`src/rtl/key_event_arbiter.sv`:
```
// key_event_arbiter
// Collects one-cycle debounced press pulses from N_KEYS buttons, shares a
// single key-event channel between them with round-robin arbitration, and
// queues granted events in a small show-ahead FIFO drained over valid/ready.
//
// Optional feature: define AUTOREPEAT_EN to enable a single auto-repeat
// tracker that re-requests the most recently pressed key while it is held.
// Without it, KEY_level is ignored and EV_repeat is tied to 0.
//
// Ports:
//   CLK        system clock
//   RST        synchronous active-high reset
//   CLK_slice  slow slice signal, rising edge (sampled on CLK) is a tick
//   KEY_pulse  one-CLK press pulses, bit i = key i
//   KEY_level  debounced held level per key (auto-repeat only)
//   EV_valid   FIFO head holds an event
//   EV_code    key index of head event
//   EV_repeat  head event is an auto-repeat
//   EV_ready   consumer accepts head this cycle
//   OVF        sticky: a press was merged or a repeat was dropped
//   OVF_clr    clears OVF (a simultaneous set wins)
module key_event_arbiter #(
    parameter int N_KEYS       = 5,
    parameter int CODE_W       = 3,
    parameter int FIFO_DEPTH   = 4,
    parameter int REPEAT_DELAY = 50,
    parameter int REPEAT_RATE  = 10
) (
    input  logic              CLK,
    input  logic              RST,
    input  logic              CLK_slice,
    input  logic [N_KEYS-1:0] KEY_pulse,
    input  logic [N_KEYS-1:0] KEY_level,
    output logic              EV_valid,
    output logic [CODE_W-1:0] EV_code,
    output logic              EV_repeat,
    input  logic              EV_ready,
    output logic              OVF,
    input  logic              OVF_clr
);

    localparam int PTR_W = $clog2(FIFO_DEPTH);
    localparam int CNT_W = PTR_W + 1;
`ifdef AUTOREPEAT_EN
    localparam int ENTRY_W = CODE_W + 1;
    localparam int RMAX    = (REPEAT_DELAY > REPEAT_RATE) ? REPEAT_DELAY : REPEAT_RATE;
    localparam int RCNT_W  = $clog2(RMAX + 1);
`else
    localparam int ENTRY_W = CODE_W;
`endif

    logic [N_KEYS-1:0]  pending_q, pending_d;
    logic [CODE_W-1:0]  rr_ptr_q, rr_ptr_d;
    logic [ENTRY_W-1:0] fifo_mem_q [FIFO_DEPTH];
    logic [ENTRY_W-1:0] fifo_mem_d [FIFO_DEPTH];
    logic [PTR_W-1:0]   wr_ptr_q, wr_ptr_d, rd_ptr_q, rd_ptr_d;
    logic [CNT_W-1:0]   count_q, count_d;
    logic               ovf_q, ovf_d;
    logic               slice_d_q;

    logic               slice_tick_s;
    logic               fifo_full_s;
    logic               grant_found_s;
    logic [CODE_W-1:0]  grant_idx_s;
    logic [CODE_W-1:0]  cand_s;
    logic [N_KEYS-1:0]  grant_mask_s;
    logic               push_s, pop_s, ovf_set_s;
    logic [ENTRY_W-1:0] head_s;

    assign slice_tick_s = CLK_slice & ~slice_d_q;

`ifdef AUTOREPEAT_EN
    logic [N_KEYS-1:0]  pending_rep_q, pending_rep_d;
    logic               trk_active_q, trk_active_d;
    logic [CODE_W-1:0]  trk_key_q, trk_key_d;
    logic [RCNT_W-1:0]  trk_cnt_q, trk_cnt_d;
    logic               trk_first_q, trk_first_d;
    logic [RCNT_W-1:0]  trk_thr_s, trk_inc_s;
    logic               rep_req_s;

    // Repeat tracker: follows the latest non-repeat grant and counts held ticks.
    always_comb begin
        trk_active_d = trk_active_q;
        trk_key_d    = trk_key_q;
        trk_cnt_d    = trk_cnt_q;
        trk_first_d  = trk_first_q;
        rep_req_s    = 1'b0;
        trk_thr_s    = trk_first_q ? RCNT_W'(REPEAT_DELAY) : RCNT_W'(REPEAT_RATE);
        trk_inc_s    = trk_cnt_q + RCNT_W'(1);
        if (grant_found_s && !pending_rep_q[grant_idx_s]) begin
            trk_active_d = 1'b1;
            trk_key_d    = grant_idx_s;
            trk_cnt_d    = '0;
            trk_first_d  = 1'b1;
        end else if (trk_active_q) begin
            if (!KEY_level[trk_key_q]) begin
                trk_active_d = 1'b0;
                trk_cnt_d    = '0;
            end else if (slice_tick_s) begin
                if (trk_inc_s == trk_thr_s) begin
                    rep_req_s   = 1'b1;
                    trk_cnt_d   = '0;
                    trk_first_d = 1'b0;
                end else begin
                    trk_cnt_d = trk_inc_s;
                end
            end else begin
                trk_cnt_d = trk_cnt_q;
            end
        end else begin
            trk_cnt_d = trk_cnt_q;
        end
    end
`else
    logic unused_s;
    assign unused_s = ^{KEY_level, slice_tick_s};
`endif

    // Round-robin grant, pending latch, FIFO pointers and OVF next state.
    always_comb begin
        pending_d     = pending_q;
        rr_ptr_d      = rr_ptr_q;
        fifo_mem_d    = fifo_mem_q;
        wr_ptr_d      = wr_ptr_q;
        rd_ptr_d      = rd_ptr_q;
        count_d       = count_q;
        ovf_d         = ovf_q;
        grant_found_s = 1'b0;
        grant_idx_s   = '0;
        cand_s        = '0;
        grant_mask_s  = '0;
        ovf_set_s     = 1'b0;
        fifo_full_s   = (count_q == CNT_W'(FIFO_DEPTH));

        // Search starts at rr_ptr and wraps; first pending key wins.
        for (int k = 0; k < N_KEYS; k++) begin
            cand_s = CODE_W'((int'(rr_ptr_q) + k) % N_KEYS);
            if (!grant_found_s && !fifo_full_s && pending_q[cand_s]) begin
                grant_found_s = 1'b1;
                grant_idx_s   = cand_s;
            end else begin
                grant_found_s = grant_found_s;
            end
        end
        if (grant_found_s) begin
            grant_mask_s[grant_idx_s] = 1'b1;
            rr_ptr_d = (grant_idx_s == CODE_W'(N_KEYS - 1)) ? '0 : grant_idx_s + CODE_W'(1);
        end else begin
            grant_mask_s = '0;
        end

        // A new press on a key being granted this edge survives the clear.
        if (|(KEY_pulse & pending_q & ~grant_mask_s)) begin
            ovf_set_s = 1'b1;
        end else begin
            ovf_set_s = 1'b0;
        end
        pending_d = (pending_q & ~grant_mask_s) | KEY_pulse;

`ifdef AUTOREPEAT_EN
        pending_rep_d = pending_rep_q & ~KEY_pulse;
        if (rep_req_s) begin
            if (pending_q[trk_key_q] && !grant_mask_s[trk_key_q]) begin
                ovf_set_s = 1'b1;
            end else if (!KEY_pulse[trk_key_q]) begin
                pending_d[trk_key_q]     = 1'b1;
                pending_rep_d[trk_key_q] = 1'b1;
            end else begin
                // A real press at the same edge takes the slot as non-repeat.
                pending_rep_d[trk_key_q] = 1'b0;
            end
        end else begin
            pending_rep_d = pending_rep_d;
        end
`endif

        push_s = grant_found_s;
        pop_s  = (count_q != '0) && EV_ready;
        if (push_s) begin
`ifdef AUTOREPEAT_EN
            fifo_mem_d[wr_ptr_q] = {pending_rep_q[grant_idx_s], grant_idx_s};
`else
            fifo_mem_d[wr_ptr_q] = grant_idx_s;
`endif
            wr_ptr_d = wr_ptr_q + PTR_W'(1);
        end else begin
            wr_ptr_d = wr_ptr_q;
        end
        if (pop_s) begin
            rd_ptr_d = rd_ptr_q + PTR_W'(1);
        end else begin
            rd_ptr_d = rd_ptr_q;
        end
        case ({push_s, pop_s})
            2'b10:   count_d = count_q + CNT_W'(1);
            2'b01:   count_d = count_q - CNT_W'(1);
            default: count_d = count_q;
        endcase

        if (ovf_set_s) begin
            ovf_d = 1'b1;
        end else if (OVF_clr) begin
            ovf_d = 1'b0;
        end else begin
            ovf_d = ovf_q;
        end
    end

    // State registers with synchronous reset.
    always_ff @(posedge CLK) begin
        if (RST) begin
            pending_q <= '0;
            rr_ptr_q  <= '0;
            wr_ptr_q  <= '0;
            rd_ptr_q  <= '0;
            count_q   <= '0;
            ovf_q     <= 1'b0;
            slice_d_q <= 1'b0;
            for (int i = 0; i < FIFO_DEPTH; i++) begin
                fifo_mem_q[i] <= '0;
            end
`ifdef AUTOREPEAT_EN
            pending_rep_q <= '0;
            trk_active_q  <= 1'b0;
            trk_key_q     <= '0;
            trk_cnt_q     <= '0;
            trk_first_q   <= 1'b0;
`endif
        end else begin
            pending_q  <= pending_d;
            rr_ptr_q   <= rr_ptr_d;
            wr_ptr_q   <= wr_ptr_d;
            rd_ptr_q   <= rd_ptr_d;
            count_q    <= count_d;
            ovf_q      <= ovf_d;
            slice_d_q  <= CLK_slice;
            fifo_mem_q <= fifo_mem_d;
`ifdef AUTOREPEAT_EN
            pending_rep_q <= pending_rep_d;
            trk_active_q  <= trk_active_d;
            trk_key_q     <= trk_key_d;
            trk_cnt_q     <= trk_cnt_d;
            trk_first_q   <= trk_first_d;
`endif
        end
    end

    assign head_s   = fifo_mem_q[rd_ptr_q];
    assign EV_valid = (count_q != '0);
    assign EV_code  = EV_valid ? head_s[CODE_W-1:0] : '0;
`ifdef AUTOREPEAT_EN
    assign EV_repeat = EV_valid ? head_s[CODE_W] : 1'b0;
`else
    assign EV_repeat = 1'b0;
`endif
    assign OVF = ovf_q;

endmodule

```
`config.mk`:
```
export PLATFORM = sky130hd
export DESIGN_NAME = key_event_arbiter
export DESIGN_NICKNAME = d
export VERILOG_FILES = /design/src/rtl/key_event_arbiter.sv
export SDC_FILE = /design/constraint.sdc
export NUM_CORES = 1
export LEC_CHECK = 0
export ABC_AREA = 0
export CAP_MARGIN = 10
export CORE_MARGIN = 2
export CORE_UTILIZATION = 57
export DETAILED_ROUTE_END_ITERATION = 6
export PLACE_DENSITY = 0.85
export SLEW_MARGIN = 25
export SYNTH_ARGS = -nofsm -noshare
export SYNTH_HDL_FRONTEND = slang
export SYNTH_SLANG_ARGS = --single-unit
```
`constraint.sdc`:
```
create_clock -name CLK -period 8.95 [get_ports CLK]
set_input_delay 0.895 -clock CLK [delete_from_list [all_inputs] [get_ports CLK]]
set_output_delay 0.895 -clock CLK [all_outputs]
set_load 0.02 [all_outputs]
```
==> results of run 1 <==
state kept, by name (all words and copies together) (netlist names):
register / cells
count_q: 3
wr_ptr_q: 2
rr_ptr_q: 3
OVF: 1
rd_ptr_q: 2
fifo_mem_q: 12
pending_q: 5
cell type report:
type / count / share of cell area (%)
tap: 70 / 2.68
clock buffer: 4 / 1.68
inverter: 23 / 2.71
timing repair buffer: 14 / 4.20
sequential: 28 / 17.1
multi-input combinational: 313 / 71.6
how the worst max path moves through the flow:
stage                           start         end  slack, ns
after global routing      rr_ptr_q[1]  count_q[2]       1.77
final                     rr_ptr_q[1]  count_q[2]       2.27
after global placement    rr_ptr_q[1]  count_q[2]       2.49
after detailed placement  rr_ptr_q[1]  count_q[2]       2.40
after floorplan           rr_ptr_q[1]  count_q[2]       3.55
after CTS                 rr_ptr_q[1]  count_q[2]       2.35
synthesized netlist by cell type, drive strengths merged, types with 3 or more instances:
| cell | instances | share of area [%] |
|---|---|---|
| nor2b | 8 | 1.6 |
| nand3 | 10 | 1.6 |
| a22o | 3 | 1.2 |
| a21boi | 5 | 1.2 |
| xnor2 | 8 | 2.5 |
| a221oi | 4 | 1.5 |
| mux2i | 20 | 6.5 |
| o31ai | 3 | 0.89 |
| inv | 23 | 2.9 |
| a21o | 5 | 1.2 |
| nand2b | 6 | 1.2 |
| o21ai | 10 | 1.7 |
| nand2 | 42 | 5.1 |
| a21oi | 31 | 5.0 |
| o21a | 6 | 1.7 |
| mux2 | 5 | 1.8 |
| buf | 8 | 2.0 |
| xor2 | 5 | 1.7 |
| nor3b | 4 | 0.97 |
| mux4 | 5 | 3.6 |
| nor3 | 9 | 1.5 |
| ha | 28 | 11 |
| nor2 | 30 | 3.6 |
| dfxtp | 28 | 18 |
| clkbuf | 11 | 1.3 |
| a211oi | 6 | 1.5 |
| or3 | 7 | 1.4 |
| a311o | 3 | 0.97 |
| nand3b | 4 | 0.97 |
| and3 | 4 | 0.81 |
| and2 | 7 | 1.4 |
per-stage QoR:
stage / instance area, µm² / setup slack, ns / utilization (%)
after global placement: 3220 / 2.49 / 62.2
after CTS: 3270 / 2.35 / 63.3
after detailed placement: 3220 / 2.40 / 62.2
after floorplan: 3100 / 3.55 / -
after global routing: 3270 / 1.77 / 63.3
final: 3270 / 2.27 / 63.3
logic make-up after synthesis:
| family | after synthesis | share of synthesized area (%) |
|---|---|---|
| compound gates | 102 | 25.4 |
| simple gates | 138 | 22.1 |
| buf+inv | 42 | 6.18 |
| fa+ha+maj | 29 | 12.0 |
| other cells | 1 | 0.121 |
| flops | 28 | 18.1 |
| xor+xnor | 13 | 4.16 |
| mux | 30 | 11.9 |
worst reg2reg max path: stages, from the launching register on:
cell      delay (ns)
dfxtp_1         0.81
inv_1           0.36
ha_1            0.64
inv_1           0.15
ha_1            0.25
or3_1           0.37
nand3_1         0.16
and2_1          0.14
inv_1           0.07
ha_1            0.36
mux2_2          0.35
nand2_1         0.08
o21ai_0         0.09
nand2_1         0.11
a21boi_1        0.13
nor3b_1         0.45
nand2_1         0.44
inv_1           0.36
ha_1            0.24
inv_1           0.06
fa_1            0.37
xor2_1          0.16
or3_1           0.31
a21oi_1         0.14
per-layer routing:
metal / vias to the layer above / part of all wire (%) / global-route usage [%]
met2: 67 / 51 / 43.1
met3: 9 / 5.0 / 1.74
met1: 1334 / 43 / 30.0
li1: 1392 / - / -
met4: 0 / 1.1 / 8.75
met5: - / 0 / 0
==> flow_summary.toml, run 1 <==
[worst_hold_path]
min_path_type = "flop to flop"
whs_path_depth = 2
hold_start = "fifo_mem_q[1]"
worstHoldEndpoint = "fifo_mem_q[1]"

[sta]
timing.hold.ws_ns = 0.510
slew_violations = 0
layout_min_cycle_time_ns = 6.68
finalSetupViolCount = 0
rsz0062_at_grt = "no"
max_freq_mhz = 150
period_share_pct = 74.6
fin_tns_setup_ns = 0
maxSlewHeadroom_pct = 38.4
hold_viol_final = 0
tightest_slew_ns = 0.921
finClkSkew_ns = 0.00545

[logic_synthesis]
synthArstFlopShare_pct = 0
synth_seq_area_share_pct = 18.1
syn_area_um2 = 3100
synth_flop_cell = "dfxtp_1"
netlist_instances = 383
syn_nets = 427
ys_types = 75
synth.ff_latch_count = 28
synth_edf_count = 0
ys_warn_count = 0
avgSynthCellArea_um2 = 8.08

[placement]
io_buffer_count = 13
hpwl_mm = 5.33
place_congestion = 0.842
placedCellCount = 448

[cts]
cts_tree = "done"
insertion_delay_ns = 0.27
post-cts-setup-buffers = 0
cts_buffers = 3
clk_pin_slew_ns = 0.09
holdBufCountCts = 0
cts_root_buf = "clkbuf_8"
cts-resized-gates = 0
htreeDepth = 1
clock-sinks = 28
clockBufferDepth = 2

[drt]
wirelength_mm = 7.18
drt_iter0_drc = 178
vias = 2802
dr.pass1.iters = 4
via_per_inst = 6.20
wire_per_inst_um = 15.9
remaining_drc_errors = 0
ant_nets = 0

[finish]
ff_latch_area_um2 = 561
areaGrowthSynthToFinish_pct = 5.74
mostFrequentLayoutCell = "nand2_1"
layout-drive-gt1-share_pct = 8.64
multi_input_area_um2 = 2340
final_cell_mix = "42 x nand2_1, 31 x a21oi_1, 30 x nor2_1, 28 x dfxtp_1, 28 x ha_1"
fin_nets = 427
n_antenna_cell = 0
finalNonFillerCells = 452
n_fill_cell = 425

[worst_setup_path]
r2r_cells = 23
slowest_stage = "dfxtp_1"
regToRegEndpoint = "count_q[2]"
reg2reg_from = "rr_ptr_q[1]"
critical_path_required_ns = 9.13
worstSetupStartpointType = "flop"
cp.depth = 23
worstSetupPathType = "flop to flop"
crit_arrival_ns = 6.86
worst_setup_path_end_kind = "flop"
r2r_setup_slack_ns = 2.27
worst-path-buf-inv = 5
cp_slowest_stage_delay_ns = 0.81
cp_cell_sequence = "inv_1, ha_1, inv_1, ha_1, or3_1, nand3_1, and2_1, inv_1, ha_1, mux2_2, nand2_1, o21ai_0, nand2_1, a21boi_1, nor3b_1, nand2_1, inv_1, ha_1, inv_1, fa_1, xor2_1, or3_1, a21oi_1"
cp_max_fo = 17
cpMostUsedCell = "inv_1"
critPathTopFamily = "simple AND/OR/NAND/NOR gates"

[die]
core_um2 = 5170
fp-row-count = 26
ios = 21
fp.dieArea_um2 = 6040
die_x_um = 77.7
fp.dieH_um = 77.7
initial_utilization_pct = 59.8

[global_routing]
track_usage_pct = 24.0
grt_pass1_wl_mm = 12.2
antenna_found_initial = 0
grt-ovfl-total = 0
grt_max_degree = 37
first_global_vias = 2770

[run_status]
status = "completed"

[job]
cap_violations = 0
Power of run 1 is left out: the tool's default activity adds up to more than one toggle a clock period on the data nets, which glitch-free logic cannot reach.
==> run 2: changes to the inputs <==
- clock period: 8.95 -> 6.3 ns (I/O delays scaled with it)
==> run 2 against run 1 <==
Clock skew decreased by 0.0020 ns. Critical path depth increased by 3. Wire length is 3.3% higher. Sequential share of layout area fell by 0.12 points. Fmax is 14% higher. Utilization up 0.44 points. Final area up 0.69%. Worst hold slack improved by 0.0054 ns. Count of clock-buffer cells in the layout stayed put. Non-clock buffer count increased by 3.
==> flow_summary.toml, run 2 (synthesized netlist as in run 1, its figures left out) <==
[placement]
hpwl_mm = 5.55
placed_area_um2 = 3240
io_buffer_count = 13
pre_cts_slack_ns = 0.533
place_congestion = 0.858

[sta]
rsz0062_at_grt = "no"
tightest_slew_ns = 0.890
finalSetupViolCount = 0
max_freq_mhz = 170
fin_tns_setup_ns = 0
finClkSkew_ns = 0.00349
hold_viol_final = 0
fin_ws_ns = 0.432
slew_violations = 0
layout_min_cycle_time_ns = 5.87
maxSlewHeadroom_pct = 40.4
period_share_pct = 93.1

[die]
core_um2 = 5170
fp.dieH_um = 77.7
die_x_um = 77.7
initial_utilization_pct = 59.8
fp.dieArea_um2 = 6040
ios = 21
fp-row-count = 26

[finish]
largest-register = "fifo_mem_q"
reg_top3 = "fifo_mem_q x12, pending_q x5"
fin_area_um2 = 3300
ff_latch_area_um2 = 561
final_cell_mix = "42 x nand2_1, 31 x a21oi_1, 30 x nor2_1, 28 x dfxtp_1, 28 x ha_1"
n_fill_cell = 436
layout-drive-gt1-share_pct = 9.35
mostFrequentLayoutCell = "nand2_1"
multi_input_area_um2 = 2340
n_antenna_cell = 0
utilization_pct = 63.7
fin_nets = 430
areaGrowthSynthToFinish_pct = 6.47
largest_reg_flops = 12

[cts]
insertion_delay_ns = 0.28
clk_pin_slew_ns = 0.09
htreeDepth = 1
cts_buffers = 3
cts_root_buf = "clkbuf_8"
cts-resized-gates = 0
post-cts-setup-buffers = 0
cts_tree = "done"
holdBufCountCts = 0
clockBufferDepth = 2
clock-sinks = 28

[drt]
ant_nets = 0
drt_iter0_drc = 166
vias = 2853
wl_met3_um = 292
met1_length_mm = 3.16
dr.pass1.iters = 4
wirelength_mm = 7.42
via_per_inst = 6.27
remaining_drc_errors = 0
dr_wl_met2_mm = 3.83
wire_per_inst_um = 16.3
highest_layer = "met4"

[worst_setup_path]
regToRegEndpoint = "count_q[2]"
critPathTopFamily = "simple AND/OR/NAND/NOR gates"
worst-path-buf-inv = 7
cp.depth = 26
r2r_setup_slack_ns = 0.43
endpoint = "count_q[2]"
worst_setup_path_end_kind = "flop"
crit_start = "rr_ptr_q[0]"
worstSetupStartpointType = "flop"
r2r_cells = 26
reg2reg_from = "rr_ptr_q[0]"
worstSetupPathType = "flop to flop"
cp_max_fo = 17
slowest_stage = "nor3b_1"
crit_arrival_ns = 6.07
cp_slowest_stage_delay_ns = 0.52
critical_path_required_ns = 6.50

[run_status]
status = "completed"

[global_routing]
grt_max_degree = 36
antenna_found_initial = 0
grt-ovfl-total = 0
track_usage_pct = 25.1
grt_pass1_wl_mm = 12.5
first_global_vias = 2712

[worst_hold_path]
min_path_type = "flop to flop"

[job]
cap_violations = 0
[run 2: through the flow]
step,cells,hold WS (ns)
floorplan,383,0.458
global placement,451,0.474
detailed placement,451,0.499
CTS,455,0.514
global route,455,0.524
finish,455,0.516
[run 2: layout make-up]
type	count	share of cell area, %
well taps	70	2.66
flip-flops and latches	28	17.0
clock buffers	4	1.67
inverters	23	2.70
repair buffers	17	4.86
multi-input cells	313	71.1
[run 2: worst register-to-register path: stages (launching register included)]
cell and delay (ns):
dfxtp_1 0.35, inv_4 0.17, ha_1 0.27, inv_1 0.07
ha_1 0.40, inv_1 0.11, ha_1 0.22, or3_1 0.39
nand3_1 0.19, and2_1 0.15, inv_1 0.07, ha_1 0.36
mux2_2 0.35, nand2_1 0.08, o21ai_0 0.08, nand2_1 0.10
a21boi_1 0.11, nor3b_1 0.52, nand2_1 0.12, buf_4 0.21
inv_1 0.22, ha_1 0.24, inv_1 0.06, fa_1 0.37
xor2_1 0.16, or3_1 0.31, a21oi_1 0.13
[run 2: routing by layer]
layer | GRT usage [%] | vias to the layer above
li1 | - | 1394
met1 | 30.5 | 1368
met2 | 45.0 | 76
met3 | 1.74 | 15
met4 | 10.9 | 0
met5 | 0 | -
[run 2: how the worst min path moves through the flow]
stage	startpoint	to	slack, ns	depth (start not counted)
6_report	count_q[2]	count_q[2]	0.52	2
5_1_grt	wr_ptr_q[1]	wr_ptr_q[1]	0.52	2
4_1_cts	count_q[2]	count_q[2]	0.51	2
3_5_place_dp	count_q[2]	count_q[2]	0.50	2
3_3_place_gp	fifo_mem_q[1]	fifo_mem_q[1]	0.47	2
2_1_floorplan	fifo_mem_q[4]	fifo_mem_q[4]	0.46	2
Power of run 2 is left out for the same reason.
